--- config.mk ---
export PLATFORM = sky130hd
export DESIGN_NAME = hdlc_rx_deframer
export DESIGN_NICKNAME = d
export VERILOG_FILES = /design/src/rtl/hdlc_pkg.sv /design/src/rtl/hdlc_rx_flag_detect.sv /design/src/rtl/hdlc_rx_deframer.sv
export SDC_FILE = /design/constraint.sdc
export NUM_CORES = 1
export LEC_CHECK = 0
export CELL_PAD_IN_SITES_DETAIL_PLACEMENT = 2
export CELL_PAD_IN_SITES_GLOBAL_PLACEMENT = 2
export CORE_ASPECT_RATIO = 0.9
export CORE_UTILIZATION = 30
export DETAILED_ROUTE_END_ITERATION = 8
export PLACE_DENSITY_LB_ADDON = 0.1
export REMOVE_ABC_BUFFERS = 1
export SLEW_MARGIN = 20
export SYNTH_ARGS = -nofsm -noshare
export SYNTH_HDL_FRONTEND = slang
export SYNTH_SLANG_ARGS = --single-unit
--- constraint.sdc ---
create_clock -name Clk -period 1.9 [get_ports Clk]
set_input_delay 0.19 -clock Clk [delete_from_list [all_inputs] [get_ports Clk]]
set_output_delay 0.19 -clock Clk [all_outputs]
set_load 0.01 [all_outputs]
--- src/rtl/hdlc_pkg.sv ---
// Shared constants and state type for the HDLC receive path.
// Bit patterns are as seen on the serial line, LSB first.
package hdlc_pkg;

  localparam logic [7:0] FLAG_PAT = 8'h7E;
  localparam int ABORT_ONES = 7;
  localparam int STUFF_ONES = 5;

  typedef enum logic [1:0] {
    HUNT,
    OPEN,
    FRAME
  } rx_state_t;

endpackage

--- src/rtl/hdlc_rx_flag_detect.sv ---
// Raw-stream front end: registers Rx, keeps an 8-bit window with drop/valid tags.
// Raises flag/abort pulses and presents the bit about to leave the window.
module hdlc_rx_flag_detect
  import hdlc_pkg::*;
(
  input  logic Clk,
  input  logic Rst,
  input  logic RxEN,
  input  logic Rx,
  output logic FlagDetect,
  output logic AbortDetect,
  output logic BitOut,
  output logic BitKeep,
  output logic WinReady
);

  logic       rxD;
  logic [7:0] win;
  logic [7:0] drop;
  logic [7:0] vld;
  logic [2:0] ones;
  logic [7:0] nextWin;
  logic       flagNow;
  logic       abortNow;
  logic       dropNow;

  assign nextWin  = {rxD, win[7:1]};
  assign flagNow  = (nextWin == FLAG_PAT);
  assign abortNow = rxD && (ones == 3'(ABORT_ONES - 1));
  assign dropNow  = !rxD && (ones == 3'(STUFF_ONES));

  assign BitOut   = win[0];
  assign BitKeep  = vld[0] && !drop[0];
  // Seven valid bits now plus the one entering: window is all data next cycle
  assign WinReady = vld[1] && !flagNow && !abortNow;

  always_ff @(posedge Clk) begin
    if (Rst || !RxEN) begin
      rxD         <= 1'b1;
      win         <= '1;
      drop        <= '0;
      vld         <= '0;
      ones        <= '0;
      FlagDetect  <= 1'b0;
      AbortDetect <= 1'b0;
    end else begin
      rxD         <= Rx;
      win         <= nextWin;
      drop        <= {dropNow, drop[7:1]};
      vld         <= flagNow ? '0 : {1'b1, vld[7:1]};
      FlagDetect  <= flagNow;
      AbortDetect <= abortNow;
      if (!rxD)
        ones <= '0;
      else if (ones != 3'(ABORT_ONES))
        ones <= ones + 3'd1;
    end
  end

endmodule

--- src/rtl/hdlc_rx_deframer.sv ---
// HDLC receive deframer: frame FSM, LSB-first byte assembly, counters, status.
// Flag/abort hunting and zero-destuffing tags live in hdlc_rx_flag_detect.
module hdlc_rx_deframer
  import hdlc_pkg::*;
#(
  parameter int MAX_FRAME_BYTES = 128
) (
  input  logic       Clk,
  input  logic       Rst,
  input  logic       Rx,
  input  logic       RxEN,
  output logic       Rx_FlagDetect,
  output logic       Rx_AbortDetect,
  output logic       Rx_ValidFrame,
  output logic       Rx_NewByte,
  output logic [7:0] Rx_Data,
  output logic       Rx_StartFCS,
  output logic       Rx_StopFCS,
  output logic       Rx_EoF,
  output logic       Rx_AbortSignal,
  output logic       Rx_FrameError,
  output logic       Rx_Overflow,
  output logic [7:0] Rx_ByteCnt
);

  rx_state_t  state;
  logic [7:0] shReg;
  logic [2:0] bitCnt;
  logic       bitOut;
  logic       bitKeep;
  logic       winReady;
  logic       inFrame;
  logic       startEv;
  logic       dataEv;
  logic [7:0] nextSh;

  hdlc_rx_flag_detect u_flag (
    .Clk         (Clk),
    .Rst         (Rst),
    .RxEN        (RxEN),
    .Rx          (Rx),
    .FlagDetect  (Rx_FlagDetect),
    .AbortDetect (Rx_AbortDetect),
    .BitOut      (bitOut),
    .BitKeep     (bitKeep),
    .WinReady    (winReady)
  );

  assign inFrame = (state == FRAME);
  assign nextSh  = {bitOut, shReg[7:1]};
  assign startEv = (state == OPEN) && winReady
                && !Rx_FlagDetect && !Rx_AbortDetect;
  assign dataEv  = inFrame && bitKeep
                && !Rx_FlagDetect && !Rx_AbortDetect;

  always_ff @(posedge Clk) begin
    if (Rst || !RxEN) begin
      state          <= HUNT;
      shReg          <= '0;
      bitCnt         <= '0;
      Rx_Data        <= '0;
      Rx_NewByte     <= 1'b0;
      Rx_ValidFrame  <= 1'b0;
      Rx_StartFCS    <= 1'b0;
      Rx_StopFCS     <= 1'b0;
      Rx_EoF         <= 1'b0;
      Rx_AbortSignal <= 1'b0;
      Rx_FrameError  <= 1'b0;
      Rx_Overflow    <= 1'b0;
      Rx_ByteCnt     <= '0;
    end else begin
      Rx_NewByte     <= 1'b0;
      Rx_StartFCS    <= 1'b0;
      Rx_StopFCS     <= 1'b0;
      Rx_EoF         <= 1'b0;
      Rx_AbortSignal <= 1'b0;
      Rx_FrameError  <= 1'b0;
      unique case (1'b1)
        Rx_AbortDetect: begin
          Rx_AbortSignal <= inFrame;
          Rx_StopFCS     <= inFrame;
          Rx_ValidFrame  <= 1'b0;
          bitCnt         <= '0;
          state          <= HUNT;
        end
        Rx_FlagDetect: begin
          Rx_EoF        <= inFrame;
          Rx_StopFCS    <= inFrame;
          Rx_FrameError <= inFrame && (bitCnt != 3'd0);
          Rx_ValidFrame <= 1'b0;
          bitCnt        <= '0;
          state         <= OPEN;
        end
        startEv: begin
          Rx_StartFCS   <= 1'b1;
          Rx_ValidFrame <= 1'b1;
          Rx_ByteCnt    <= '0;
          Rx_Overflow   <= 1'b0;
          bitCnt        <= '0;
          state         <= FRAME;
        end
        dataEv: begin
          shReg  <= nextSh;
          bitCnt <= bitCnt + 3'd1;
          if (bitCnt == 3'd7) begin
            Rx_Data    <= nextSh;
            Rx_NewByte <= 1'b1;
            if (Rx_ByteCnt != 8'hFF)
              Rx_ByteCnt <= Rx_ByteCnt + 8'd1;
            if (int'(Rx_ByteCnt) >= MAX_FRAME_BYTES)
              Rx_Overflow <= 1'b1;
          end
        end
        default: ;
      endcase
    end
  end

endmodule

==> out/results.ini, run 1 <==
[outcome]
status=complete, but fails checks
violations=setup timing

[critical_path]
rr_endpoint=Rx_ByteCnt[5]$_SDFFE_PP0P_
reg2reg_depth=7
cp.arrival_ps=2180
crit_path_cell_trace=ha_4 -> ha_4 -> or3b_4 -> nor2_4 -> nand2_4 -> or4_4 -> a31oi_1
critPathKind=reg -> reg
critical_path.max_stage_delay_ps=470
cp_slowest_cell=or4_4
cp_max_fo=4
end_kind=flip-flop
start_kind=flip-flop
worstPathRequired_ps=2170
regToRegSetupSlack_ps=-10
crit_path_frequent_cell=ha_4
rr_startpoint=bitCnt[1]$_SDFFE_PP0P_

[clock_network]
numCtsBuffers=9
h-tree-depth=3
path_clk_slew_ps=70
clk_latency_ps=340
cts_max_path_buffers=2
cts_tree=yes
cts-root-buf=clkbuf_8
cts_sinks=66

[drt]
viasPerCell=4.732
drcViolationCount=0
routedWlPerCell_microns=15.08
drt_iter0_markers=46
firstDrtPassIters=4
wirelength_microns=6244
vias=1959
drtAntennaViolNets=0

[global_route]
grt_pass1_vias=2067
grt_max_degree=22
grt_first_pass_wirelength_microns=10180
grt_overflow_total=0
grt_util_met3_pct=4.450
grt_use_met2_pct=26.38
grt.busiest_layer=met2
antenna_found_initial=0
gr-usage-met1_pct=20.89
track_usage_pct=16.37

[pwr]
power.density_nw_per_um2=823.9
irDropWorstVdd_mv=0.3323
power_mw=2.691
total_leakage_power_nw=1.248

[timing]
finalWorstSetupSlack_ps=-11.41
finalSetupViolCount=1
slew-limit-headroom_pct=70.87
worst_slew_pin_slew_ps=433.6
final_hold_viol_count=0
post-route-period-util_pct=100.6
rsz0062_at_grt=yes
period_needed_ps=1911
max_clock_freq_mhz=523.2
clock_skew_ps=10.61
slew_violations=0

[floorplanning]
dieWidth_microns=96.45
die_h_microns=87.01
initial_utilization_pct=31.45
core-area_sq_um=7657
num_rows=30
dieArea_sq_um=8392
io-pin-count=30

[placement]
place_hpwl_microns=4350
port_buffers=29
dpl_worst_slack_ps=-75.65
place.gp.congestion=0.6973

[logic_synthesis]
seq_area_frac_synth_pct=54.86
synth_top_area_share_pct=54.86
synth_cells=252
synth_area_sq_um=2409
synth_area_leaders=dfxtp_1, nand2_1, ha_1
synth_cell_types=37
yosys_warnings=0
ys_seq_elements=66
yosysTopAreaCell=dfxtp_1
avgSynthCellArea_sq_um=9.558

[cells_and_area]
final_nets=326
final_common_cell=dfxtp_1
final_layout_size_suffix_gt1_share_pct=19.18
area_delta_synth_final_pct=35.58
diodes=0
final_cell_mix=dfxtp_1, nand2_1, buf_4

[hold_path]
hold_end=u_flag.rxD$_SDFF_PP1_
whs_path_depth=2
hp-class=in -> reg
hp-start=Rx

[job]
max-cap-violations=0

==> worst max-delay path, delay by kind of cell (launching register included) <==
kind | cells | cell delay (ps)
and+or+nand+nor | 4 | 1060
DFF | 1 | 360
adders and majority gates | 2 | 260
AOI/OAI and AO/OA | 1 | 170
==> cells by family after synthesis <==
| group | count (synthesis) | share of synthesized area [%] |
|---|---|---|
| compound gates | 37 | 9.611 |
| xor+xnor | 1 | 0.3637 |
| fa+ha+maj | 9 | 4.675 |
| buf+inv | 18 | 2.805 |
| flops | 66 | 54.86 |
| mux | 2 | 0.8831 |
| simple gates | 119 | 26.81 |
==> what timing repair did <==
action	in CTS	in global routing
endpoints found under the setup margin	3	8
hold buffers	0	0
resized for setup	8	2
pin swaps	6	6
setup buffers	3	5
==> through the flow <==
stage / util (%) / instance area (sq um) / hold slack [ps] / std cells / setup TNS, ps
after floorplan: - / 2371 / 291.5 / 242 / -1177
after global placement: 38.58 / 2954 / 408.3 / 390 / 0
after detailed placement: 38.58 / 2954 / 419.9 / 390 / -163.7
after CTS: 42.11 / 3224 / 404.6 / 409 / -71.40
after global routing: 42.65 / 3266 / 414.6 / 414 / -294.7
final: 42.65 / 3266 / 420.7 / 414 / -11.41
==> synthesized netlist by cell type, drive strengths merged <==
library cell / n
a21boi: 1
a21o: 1
a21oi: 20
a22oi: 1
a311oi: 2
a31oi: 3
a32o: 2
a32oi: 2
and2: 11
and3: 13
buf: 1
clkbuf: 9
dfxtp: 66
ha: 9
inv: 8
mux2: 1
mux2i: 1
nand2: 42
nand2b: 12
nand3: 11
nand4: 1
nand4b: 1
nand4bb: 1
nor2: 14
nor2b: 3
nor3: 4
o211a: 1
o21a: 2
o21ai: 2
or2: 1
or3: 1
or3b: 1
or4: 2
or4b: 1
xor2: 1
==> state kept, by name, indices dropped and copies added, names as in the netlist, 2 cells and up <==
| name | count |
|---|---|
| bitCnt | 3 |
| shReg | 7 |
| Rx_Data | 8 |
| Rx_ByteCnt | 8 |
| state | 2 |
| u_flag.ones | 3 |
| u_flag.vld | 8 |
| u_flag.win | 8 |
| u_flag.drop | 8 |
==> metal layers <==
metal  part of all wire, %  up-vias  wire (microns)
met4                  0.72        0              45
li1                      -      969               -
met5                     0        -               0
met2                    48       21            3016
met3                   2.7        4             171
met1                    48      965            3011
==> worst max-delay path by stage <==
stage / start / endpoint / slack, ps
4_1_cts: bitCnt[1]$_SDFFE_PP0P_ / Rx_ByteCnt[5]$_SDFFE_PP0P_ / -60
3_5_place_dp: bitCnt[1]$_SDFFE_PP0P_ / Rx_ByteCnt[7]$_SDFFE_PP0P_ / -80
5_1_grt: bitCnt[1]$_SDFFE_PP0P_ / Rx_ByteCnt[5]$_SDFFE_PP0P_ / -90
2_1_floorplan: bitCnt[0]$_SDFFE_PP0P_ / Rx_ByteCnt[5]$_SDFFE_PP0P_ / -180
6_report: bitCnt[1]$_SDFFE_PP0P_ / Rx_ByteCnt[5]$_SDFFE_PP0P_ / -10
3_3_place_gp: bitCnt[0]$_SDFFE_PP0P_ / Rx_ByteCnt[5]$_SDFFE_PP0P_ / 30
==> where the power goes <==
part           switching (mW)  internal [mW]
Sequential            0.00256           1.39
Combinational          0.0316         0.0229
Clock                   0.564          0.682
==> layout make-up <==
type	count	area, sq um
clock inverters	5	61.31
repair buffers	60	526.8
flip-flops and latches	66	1324
fillers	843	4392
well taps	96	120.1
inverters	8	30.03
clock buffers	11	151.4
multi-input cells	168	1052
Note: power is estimated with default switching activity, not from simulation.
==> run 2: changes to the inputs <==
CELL_PAD_IN_SITES_DETAIL_PLACEMENT = 1   (was 2)
CELL_PAD_IN_SITES_GLOBAL_PLACEMENT = 1   (was 2)
CORE_UTILIZATION = 37   (was 30)
clock period = 1.7 ns   (was 1.9 ns; I/O delays follow)
==> out/results.ini, run 2 (synthesized netlist as in run 1, its figures left out) <==
[outcome]
status=complete, but fails checks
violations=setup timing

[timing]
final_hold_viol_count=0  ; unchanged
post-route-period-util_pct=111.0  ; +10 points
finalSetupViolCount=17  ; +16
setup_tns_ps=-1974  ; -1962 ps
holdWs_ps=378.9  ; -41.73 ps
rsz0062_at_grt=yes
slew-limit-headroom_pct=75.71  ; +4.8 points
period_needed_ps=1886  ; -25.10 ps
finalWorstSetupSlack_ps=-186.3  ; -174.9 ps
worst_slew_pin_slew_ps=363.4  ; -70.15 ps
clock_skew_ps=4.798  ; -5.811 ps
slew_violations=0  ; unchanged
max_clock_freq_mhz=530.1  ; +1.3%

[hold_path]
hp-class=in -> reg

[cells_and_area]
final_layout_size_suffix_gt1_share_pct=24.22  ; +5.0 points
fill_cells=731  ; -13%
diodes=0  ; unchanged
final_nets=330  ; +1.2%
final_common_cell=dfxtp_1
final_cell_mix=dfxtp_1, nand2_1, clkdlybuf4s50_1
area_delta_synth_final_pct=39.27

[drt]
viasPerCell=4.834  ; +2.2%
routedWlPerCell_microns=14.24  ; -5.6%
drtAntennaViolNets=0  ; unchanged
firstDrtPassIters=4  ; unchanged
drcViolationCount=0  ; unchanged
vias=1977  ; +0.92%
drt_iter0_markers=65  ; +41%
wirelength_microns=5824  ; -6.7%

[critical_path]
worst-path-buf-inv=3  ; +3
crit_path_end=Rx_ByteCnt[2]$_SDFFE_PP0P_
critical_path.max_stage_delay_ps=390  ; -80 ps
worstPathRequired_ps=1940  ; -230 ps
regToRegSetupSlack_ps=-190  ; -170 ps
cp_max_fo=4  ; unchanged
end_kind=flip-flop
cp_slowest_cell=or3b_4
rr_startpoint=bitCnt[0]$_SDFFE_PP0P_
cp_top_family=simple AND/OR/NAND/NOR gates
rr_endpoint=Rx_ByteCnt[2]$_SDFFE_PP0P_
critPathKind=reg -> reg
startpoint=bitCnt[0]$_SDFFE_PP0P_
cp.arrival_ps=2120  ; -60 ps
start_kind=flip-flop
crit_path_cell_trace=ha_4 -> ha_4 -> or3b_4 -> nor2_4 -> buf_4 -> buf_6 -> buf_6 -> a21oi_1 -> a311oi_1
cp.depth=9  ; +2
reg2reg_depth=9  ; +2

[global_route]
antenna_found_initial=0  ; unchanged
track_usage_pct=18.31  ; +1.9 points
grt_max_degree=23  ; +4.5%
grt_pass1_vias=1917  ; -7.3%
grt_first_pass_wirelength_microns=9328  ; -8.3%
grt_overflow_total=0  ; unchanged

[pwr]
power.density_nw_per_um2=896.8  ; +8.8%
total_leakage_power_nw=1.291  ; +3.5%
irDropWorstVdd_mv=0.4110  ; +24%

[floorplanning]
dieWidth_microns=87.05  ; -9.8%
dieArea_sq_um=6837  ; -19%
io-pin-count=30  ; unchanged
num_rows=27  ; -10%
core-area_sq_um=6216  ; -19%
die_h_microns=78.54  ; -9.7%
initial_utilization_pct=38.75  ; +7.3 points

[clock_network]
h-tree-depth=3  ; unchanged
holdBufCountCts=0  ; unchanged
cts_sinks=66  ; unchanged
cts_max_path_buffers=2  ; unchanged
path_clk_slew_ps=70  ; about the same
cts_tree=yes
numCtsBuffers=9  ; unchanged
clk_latency_ps=340  ; about the same
cts-root-buf=clkbuf_8

[placement]
place.gp.congestion=0.7275  ; +4.3%
dpl_worst_slack_ps=-286.7  ; -211.0 ps
port_buffers=29  ; unchanged
place_hpwl_microns=3629  ; -17%

[job]
max-cap-violations=0  ; unchanged

-- run 2: cell types whose count changed in the layout (fill, tap and decap cells not counted), sizes merged --
cell      change
buf           +4
clkinv        +3
clkinvlp      -3
clkbuf        +1
inv           -1
-- run 2: power by group --
group | internal [mW] | leakage (nW) | switching, mW
sequential | 1.55 | 0.534 | 0.00250
combinational | 0.0254 | 0.646 | 0.0354
clock | 0.795 | 0.112 | 0.598
total | 2.37 | 1.29 | 0.636
-- run 2: what timing repair did --
item,CTS,global route
pin swaps,15,7
hold endpoints to repair,0,0
resized for setup,18,14
setup buffers,4,4
cloned,0,1
endpoints found under the setup margin,12,20
-- run 2: worst register-to-register path, delay by kind of cell, from the launching register on --
kind	cells	cell delay, ps
flops	1	360
compound gates	2	340
buf+inv	3	320
simple gates	2	510
fa+ha+maj	2	270
-- run 2: cell type report --
cell class | instances | area [sq um] | share of cell area, %
flip-flops and latches | 66 | 1326 | 39.54
multi-input cells | 168 | 1089 | 32.45
repair buffers | 64 | 586.8 | 17.49
clock buffers | 12 | 165.2 | 4.924
well taps | 87 | 108.9 | 3.245
clock inverters | 4 | 48.80 | 1.455
inverters | 8 | 30.03 | 0.8952
-- run 2: metrics by stage --
step	util (%)	cells	cell area, sq um	total power, mW
global placement	47.71	384	2965	1.649
global route	53.97	409	3354	3.120
floorplan	-	242	2371	1.617
detailed placement	47.71	384	2965	1.650
finish	53.97	409	3354	3.008
CTS	52.68	404	3274	3.034
-- run 2: worst min path at each step --
stage / from / end / cells past startpoint
after detailed placement: u_flag.drop[3]$_SDFF_PP0_ / u_flag.drop[2]$_SDFF_PP0_ / 1
after global placement: u_flag.drop[3]$_SDFF_PP0_ / u_flag.drop[2]$_SDFF_PP0_ / 1
after global routing: Rx / u_flag.rxD$_SDFF_PP1_ / 2
final: Rx / u_flag.rxD$_SDFF_PP1_ / 2
after floorplan: Rx / u_flag.rxD$_SDFF_PP1_ / 1
after CTS: Rx / u_flag.rxD$_SDFF_PP1_ / 2
-- run 2: layer usage --
layer,part of all wire [%],global-route usage (%),vias to the layer above
li1,-,-,981
met1,49,23.80,945
met2,45,28.11,41
met3,3.3,3.996,10
met4,2.0,10.00,0
met5,0,0,-
==> run 3: changes to the inputs <==
CORE_UTILIZATION = 41   (was 37)
clock period = 1.82 ns   (was 1.7 ns; I/O delays follow)
==> out/results.ini, run 3 (synthesized netlist as in run 1, its figures left out) <==
[outcome]
status=complete, but fails checks
violations=setup timing

[hold_path]
hold_end=u_flag.rxD$_SDFF_PP1_
hp-start=Rx
whs_path_depth=2  ; unchanged
hp-class=in -> reg

[timing]
clock_skew_ps=3.328  ; -1.470 ps
period_needed_ps=1881  ; -5.750 ps
post-route-period-util_pct=103.3  ; -7.6 points
slew_violations=0  ; unchanged
final_hold_viol_count=0  ; unchanged
max_clock_freq_mhz=531.8  ; +0.31%
slew-limit-headroom_pct=77.01  ; +1.3 points
setup_tns_ps=-133.9  ; +1840 ps
finalSetupViolCount=5  ; -12
finalWorstSetupSlack_ps=-60.56  ; +125.8 ps
worst_slew_pin_slew_ps=344.0  ; -19.48 ps
rsz0062_at_grt=yes

[critical_path]
start_kind=flip-flop
cp.arrival_ps=2150  ; +30 ps
rr_endpoint=Rx_ByteCnt[5]$_SDFFE_PP0P_
reg2reg_depth=7  ; -2
rr_startpoint=bitCnt[1]$_SDFFE_PP0P_
worstPathRequired_ps=2090  ; +150 ps
critPathKind=reg -> reg
regToRegSetupSlack_ps=-60  ; +130 ps
end_kind=flip-flop
cp_max_fo=4  ; unchanged

[clock_network]
cts_sinks=66  ; unchanged
cts_tree=yes
cts_max_path_buffers=2  ; unchanged
numCtsBuffers=9  ; unchanged
path_clk_slew_ps=70  ; about the same
holdBufCountCts=0  ; unchanged
h-tree-depth=3  ; unchanged
cts-root-buf=clkbuf_8
clk_latency_ps=340  ; about the same

[cells_and_area]
final_cells=384  ; -6.1%
final_cell_mix=dfxtp_1, nand2_1, clkdlybuf4s50_1
final_nets=324  ; -1.8%
final_layout_size_suffix_gt1_share_pct=18.47  ; -5.8 points
final_common_cell=dfxtp_1
diodes=0  ; unchanged
area_delta_synth_final_pct=34.13
fill_cells=629  ; -14%

[global_route]
grt_pass1_vias=1781  ; -7.1%
track_usage_pct=19.25  ; +0.94 points
antenna_found_initial=0  ; unchanged
grt_first_pass_wirelength_microns=8514  ; -8.7%
grt_max_degree=26  ; +13%
grt_overflow_total=0  ; unchanged

[pwr]
total_leakage_power_nw=1.248  ; -3.4%
irDropWorstVdd_mv=0.6498  ; +58%
power.density_nw_per_um2=839.3  ; -6.4%

[drt]
drt_iter0_markers=60  ; -7.7%
drtAntennaViolNets=0  ; unchanged
routedWlPerCell_microns=14.14  ; -0.73%
drcViolationCount=0  ; unchanged
wirelength_microns=5428  ; -6.8%
viasPerCell=5.034  ; +4.1%
vias=1933  ; -2.2%
firstDrtPassIters=4  ; unchanged

[floorplanning]
num_rows=26  ; -3.7%
io-pin-count=30  ; unchanged
die_h_microns=74.71  ; -4.9%
dieWidth_microns=82.79  ; -4.9%
dieArea_sq_um=6185  ; -9.5%
core-area_sq_um=5660  ; -8.9%
initial_utilization_pct=42.55  ; +3.8 points

[job]
max-cap-violations=0  ; unchanged

[placement]
place_hpwl_microns=3631  ; about the same
port_buffers=29  ; unchanged
post-place-cells=363  ; -5.5%
place.gp.congestion=0.7297  ; +0.30%

[run 3: cell types whose count changed in the layout (fill, tap and decap cells not counted), sizes merged]
cell    delta
buf        -6
clkbuf     -1
clkinv     -1
[run 3: worst max-delay path, stage by stage, from the launching register on]
cell     delay, ps
dfxtp_4        360
ha_4           130
ha_4           120
or3b_4         390
nor2_4         120
nand2_4         60
or4_4          470
a31oi_1        160
[run 3: metrics by stage]
step | util (%) | setup WS (ps) | instance area, sq um | hold slack (ps) | total power [mW]
after detailed placement | 51.48 | -149.8 | 2914 | 413.9 | 1.540
after CTS | 56.06 | -106.1 | 3173 | 386.2 | 2.750
final | 57.07 | -60.56 | 3231 | 395.4 | 2.712
after floorplan | - | -259.6 | 2371 | 283.5 | 1.510
after global routing | 57.07 | -159.9 | 3231 | 398.4 | 2.808
after global placement | 51.48 | -35.26 | 2914 | 406.8 | 1.540
[run 3: worst max-delay path by stage]
stage / startpoint / to / slack (ps)
3_5_place_dp: bitCnt[1]$_SDFFE_PP0P_ / Rx_ByteCnt[7]$_SDFFE_PP0P_ / -150
6_report: bitCnt[1]$_SDFFE_PP0P_ / Rx_ByteCnt[5]$_SDFFE_PP0P_ / -60
4_1_cts: bitCnt[0]$_SDFFE_PP0P_ / Rx_ByteCnt[5]$_SDFFE_PP0P_ / -110
2_1_floorplan: bitCnt[0]$_SDFFE_PP0P_ / Rx_ByteCnt[5]$_SDFFE_PP0P_ / -260
3_3_place_gp: bitCnt[0]$_SDFFE_PP0P_ / Rx_ByteCnt[7]$_SDFFE_PP0P_ / -40
5_1_grt: bitCnt[1]$_SDFFE_PP0P_ / Rx_ByteCnt[5]$_SDFFE_PP0P_ / -160
[run 3: cell type report]
type | instances | area [sq um] | share of cell area [%]
sequential | 66 | 1326 | 41.05
inverter | 8 | 30.03 | 0.9295
tap | 70 | 87.58 | 2.711
timing repair buffer | 58 | 531.8 | 16.46
multi-input combinational | 168 | 1064 | 32.92
clock buffer | 11 | 151.4 | 4.686
clock inverter | 3 | 40.04 | 1.239
[run 3: power by group]
part / switching, mW / total (mW) / internal, mW / leakage [nW]
sequential: 0.00234 / 1.45 / 1.45 / 0.534
combinational: 0.0311 / 0.0546 / 0.0235 / 0.613
clock: 0.520 / 1.21 / 0.687 / 0.101
total: 0.553 / 2.71 / 2.16 / 1.25
[run 3: per-layer routing]
metal / wire [microns] / GRT usage [%] / vias up
met4: 69 / 7.854 / 0
met5: 0 / 0 / -
met3: 220 / 8.000 / 6
met2: 2466 / 28.87 / 34
met1: 2671 / 24.51 / 929
li1: - / - / 964
[run 3: repair_timing]
item | CTS | global route
gates resized for setup | 9 | 7
setup buffers | 4 | 4
pin swaps | 6 | 8
setup endpoints to repair | 7 | 13
==> variant 1 (config.mk and constraints of run 2) <==
The 3 states of `rx_state_t` get a one-hot encoding in 3 bits.
--- a/src/rtl/hdlc_pkg.sv
+++ b/src/rtl/hdlc_pkg.sv
@@ -6,10 +6,10 @@
   localparam int ABORT_ONES = 7;
   localparam int STUFF_ONES = 5;
 
-  typedef enum logic [1:0] {
-    HUNT,
-    OPEN,
-    FRAME
+  typedef enum logic [2:0] {
+    HUNT  = 3'b001,
+    OPEN  = 3'b010,
+    FRAME = 3'b100
   } rx_state_t;
 
 endpackage
Formal check against the unedited RTL: no difference found for any inputs over 10 cycles, from zero or initial values; not proved beyond that.
==> variant 1 against run 2 <==
  * Total power increased by 3.3%
  * Synthesized area grew 1.1%
  * Wire length fell by 9.6%
  * Die area grew 1.1%
  * Setup slack gained 0.21 ns
  * Cell area fell by 3.6%
  * Sequential cell count rose by 1
  * Critical endpoint is now Rx_ByteCnt[7]
==> variant 1: results (changes against run 2) <==
status - completed
Cells on Worst Hold Path - 2 (unchanged)
largest cells by area after synthesis - dfxtp_1, nand2_1, a21oi_1
Async SR Flop Fraction - 0 (unchanged)
clk_skew - 0.00570 ns (+0.000901 ns)
slowest stage cell, crit path - or4b_4
Yosys cell types - 37 (unchanged)
# H-tree levels - 3 (unchanged)
Total Nets Final - 321 (-2.7%)
Final Slew Violations - 0 (unchanged)
dpl ws - 0.0115 ns (+0.298 ns)
per-cell routed wire length - 13.2 um (-7.6%)
worst endpoint data arrival time - 1.95 ns (-0.17 ns)
wire length of the first global-routing pass - 9.26 mm (-0.74%)
DR vias - 1929 (-2.4%)
vias in the first global route - 1982 (+3.4%)
hold slack - 0.398 ns (+0.0191 ns)
DRT Wirelength - 5.26 mm (-9.6%)
hpwl dp - 3.66 mm (+0.96%)
Hold Path Origin - Rx
Syn Area/Cell - 9.59 um^2 (+0.29%)
DR pass1 iterations - 4 (unchanged)
Post-DP Area - 2960 um^2 (about the same)
slew margin rel. - 0.755 (-0.00254)
worst hold path endpoint - u_flag.rxD
worst skew pair latency - 0.34 ns (about the same)
placed cells - 381 (-0.78%)
worst reg2reg startpoint - u_flag.rxD
Worst Hold Class - primary input to flip-flop
total track usage - 0.178 (-0.00508)
Iter 0 DRT Violations - 79 (+22%)
clk buf depth - 2 (unchanged)
slowest stage delay, CP - 0.54 ns (+0.15 ns)
Reg2Reg Depth - 5 (-4)
n_diodes - 0 (unchanged)
initial antenna violation count - 0 (unchanged)
CTS Root Cell - clkbuf_8
leak pwr - 1.22 nW (-5.7%)
CP Max Fanout - 6 (+2)
Final GP Congestion - 0.725 (-0.29%)
CTS Buf Count - 9 (unchanged)
clock-pin slew on the worst setup and hold paths - 0.07 ns (about the same)
number of port buffers - 29 (unchanged)
fillers - 715 (-2.2%)
layout cells sized above 1 - 0.176 (-0.0665)
Ys Warns - 0 (unchanged)
largest net degree at the start of global routing - 35 (+52%)
maximum vdd drop - 0.545 mV (+33%)
Commonest cells post-synth - dfxtp_1, nand2_1, a21oi_1
Seq/Total Area, Yosys - 0.551 (+0.00230)
reg-to-reg endpoint - Rx_ByteCnt[7]
variant 1: changes by cell type in the layout (fill, tap and decap cells not counted), moves of 3 or more:
cell,change
a21oi_2,-4
o21ai_1,+3
nand3_1,-7
a21oi_1,+9
dfxtp_1,+3
nand4_1,+3
buf_6,-7
variant 1: worst max-delay path: cells and delay by family (launching register included):
| family | cells | cell delay, ns |
|---|---|---|
| and+or+nand+nor | 3 | 0.79 |
| AOI/OAI and AO/OA | 2 | 0.50 |
| DFF | 1 | 0.32 |
variant 1: cells by family (layout without fill, tap and decap cells):
logic type,count (synthesis),after routing,synth area share
multiplexers,1,1,0.00411
XOR/XNOR,1,1,0.00360
AO/OA/AOI/OAI,42,42,0.108
AND/OR/NAND/NOR,114,114,0.252
adder cells (fa/ha/maj),9,9,0.0462
buffers and inverters,20,79,0.0349
flip-flops,67,67,0.551
variant 1: worst max-delay path by stage:
stage,from,end,slack [ns],cells after the start
after global placement,u_flag.rxD,Rx_ByteCnt[7],0.04,5
after global routing,u_flag.rxD,Rx_ByteCnt[7],-0.07,5
final,u_flag.rxD,Rx_ByteCnt[7],0.02,5
after detailed placement,u_flag.rxD,Rx_ByteCnt[7],0.01,5
after CTS,u_flag.rxD,Rx_ByteCnt[7],-0.007,5
after floorplan,u_flag.FlagDetect,Rx_ByteCnt[7],-0.1,5
variant 1: what timing repair did:
action / 4_1_cts / 5_1_grt
endpoints found under the hold margin: 0 / 0
buffers inserted: 1 / 2
resized for setup: 1 / 4
setup endpoints to repair: 2 / 9
pin swaps: 4 / 1
variant 1: layout make-up:
type	instances	area, um^2	area share
sequential	67	1340	0.416
clock inverter	6	88.8	0.0275
multi-input combinational	167	1030	0.317
timing repair buffer	55	498	0.154
tap	87	109	0.0337
clock buffer	10	138	0.0426
inverter	8	30.0	0.00929
variant 1: through the flow:
stage                util   TNS, ns
floorplan               -    -0.266
global placement    0.474         0
detailed placement  0.474         0
CTS                 0.512  -0.00719
global route        0.517    -0.329
finish              0.517         0
variant 1: layer usage:
metal	up-vias	share of wire	wire length (um)	GRT usage
li1	971	-	-	-
met1	925	0.46	2400	0.204
met2	25	0.49	2560	0.300
met3	8	0.044	231	0.0728
met4	0	0.013	71	0.0590
met5	-	0	0	0
variant 1: power by group:
group / internal (mW) / switching (mW) / leakage [nW] / total (mW)
logic: 0.0279 / 0.0349 / 0.569 / 0.0628
registers: 1.57 / 0.00217 / 0.541 / 1.58
clock network: 0.865 / 0.602 / 0.108 / 1.47
total: 2.47 / 0.639 / 1.22 / 3.11
==> variant 2 (config.mk and constraints of run 2) <==
Made on the original files. `MAX_FRAME_BYTES`: 128 -> 64.
--- a/src/rtl/hdlc_rx_deframer.sv
+++ b/src/rtl/hdlc_rx_deframer.sv
@@ -3,7 +3,7 @@
 module hdlc_rx_deframer
   import hdlc_pkg::*;
 #(
-  parameter int MAX_FRAME_BYTES = 128
+  parameter int MAX_FRAME_BYTES = 64
 ) (
   input  logic       Clk,
   input  logic       Rst,
Behaviour: no difference found for any inputs over 10 cycles, from zero or initial values; that may be too few to reach the edited logic, so the function may still have changed.
==> variant 2 against run 2 <==
  * Synthesized area increased by 0.94%
  * Critical path depth decreased by 4
  * Sequential cell count unchanged
  * Setup slack improved by 0.22 ns
  * Total power decreased by 3.1%
  * Cell area decreased by 2.8%
  * Sequential share of layout area increased by 1.1 points
  * Wire length decreased by 7.1%
  * Cell count decreased by 3.9%
==> variant 2: results (changes against run 2) <==
grt met3 use - 0.0696 (+0.0297)
post-cts resize count - 0 (-18)
CP Launch Point - u_flag.rxD
Clock Power Share - 0.447 (-0.016)
Post-DP Area - 2960 um^2 (-0.34%)
fillers - 717 (-1.9%)
wire length of the first global-routing pass - 8.83 mm (-5.4%)
Non-CTS buffers - 53 (-17%)
hpwl dp - 3.56 mm (-1.9%)
met1 Use GR - 0.216 (-0.0222)
multi-input logic area - 1110 um^2 (+2.4%)
DR pass1 iterations - 5 (+1)
leak pwr - 1.24 nW (-4.2%)
maximum vdd drop - 0.586 mV (+43%)
Psw - 666 uW (+4.7%)
Iter 0 DRT Violations - 54 (-17%)
DR vias/cell - 4.86 (+0.49%)
dpl ws - -0.0297 ns (+0.257 ns)
layout cells sized above 1 - 0.229 (-0.0135)
CP Max Fanout - 6 (+2)
Inverters - 7 (-1)
worst endpoint data arrival time - 1.92 ns (-0.20 ns)
Flop pwr share - 0.533 (+0.016)
Total Nets Final - 313 (-5.2%)
Reg2Reg Depth - 5 (-4)
slowest stage delay, CP - 0.58 ns (+0.19 ns)
vias in the first global route - 1850 (-3.5%)
largest cells by area after synthesis - dfxtp_1, nand2_1, a21oi_1
Signal buf overhead - 0.150 (-0.0245)
clk_skew - 0.00678 ns (+0.00199 ns)
reg-to-reg endpoint - Rx_ByteCnt[7]
top cell type's share of synthesized area - 0.543 (-0.00508)
Pwr Total - 2.92 mW (-3.1%)
total track usage - 0.171 (-0.0118)
XOR/XNOR Fraction of Synth Area - 0.00360 (-0.0000337)
setup bufs post-CTS - 1 (-3)
hold slack - 0.378 ns (-0.000651 ns)
setup ws final - 0.0344 ns (+0.221 ns)
Yosys cell types - 41 (+11%)
Multi-Input Combinational - 164 (-2.4%)
per-cell routed wire length - 13.8 um (-3.3%)
largest net degree at the start of global routing - 30 (+30%)
status - completed
slew margin rel. - 0.766 (+0.00863)
Commonest cells post-synth - dfxtp_1, nand2_1, a21oi_1
## variant 2: changes by cell type in the layout (fill, tap and decap cells not counted), moves of 3 or more
cell	delta
nand3_1	-8
buf_6	-5
a21oi_1	+6
nand2_1	+3
buf_4	-6
nor2_1	-3
clkbuf_8	-3
## variant 2: per-layer routing
metal / share of wire / wire length, um / vias up
met5: 0 / 0 / -
li1: - / - / 948
met3: 0.034 / 186 / 8
met4: 0.015 / 83 / 0
met2: 0.48 / 2590 / 27
met1: 0.47 / 2550 / 926
## variant 2: kinds of logic (layout without fill, tap and decap cells)
logic type / count (synthesis) / after routing
muxes: 2 / 2
AOI/OAI and AO/OA: 43 / 43
buffers and inverters: 19 / 76
DFF: 66 / 66
and+or+nand+nor: 110 / 110
adders and majority gates: 8 / 8
xor gates and xnor gates: 1 / 1
## variant 2: stage by stage
step	std cells	utilization
final	393	0.525
after global routing	393	0.525
after CTS	391	0.508
after detailed placement	374	0.475
after global placement	374	0.475
after floorplan	237	-
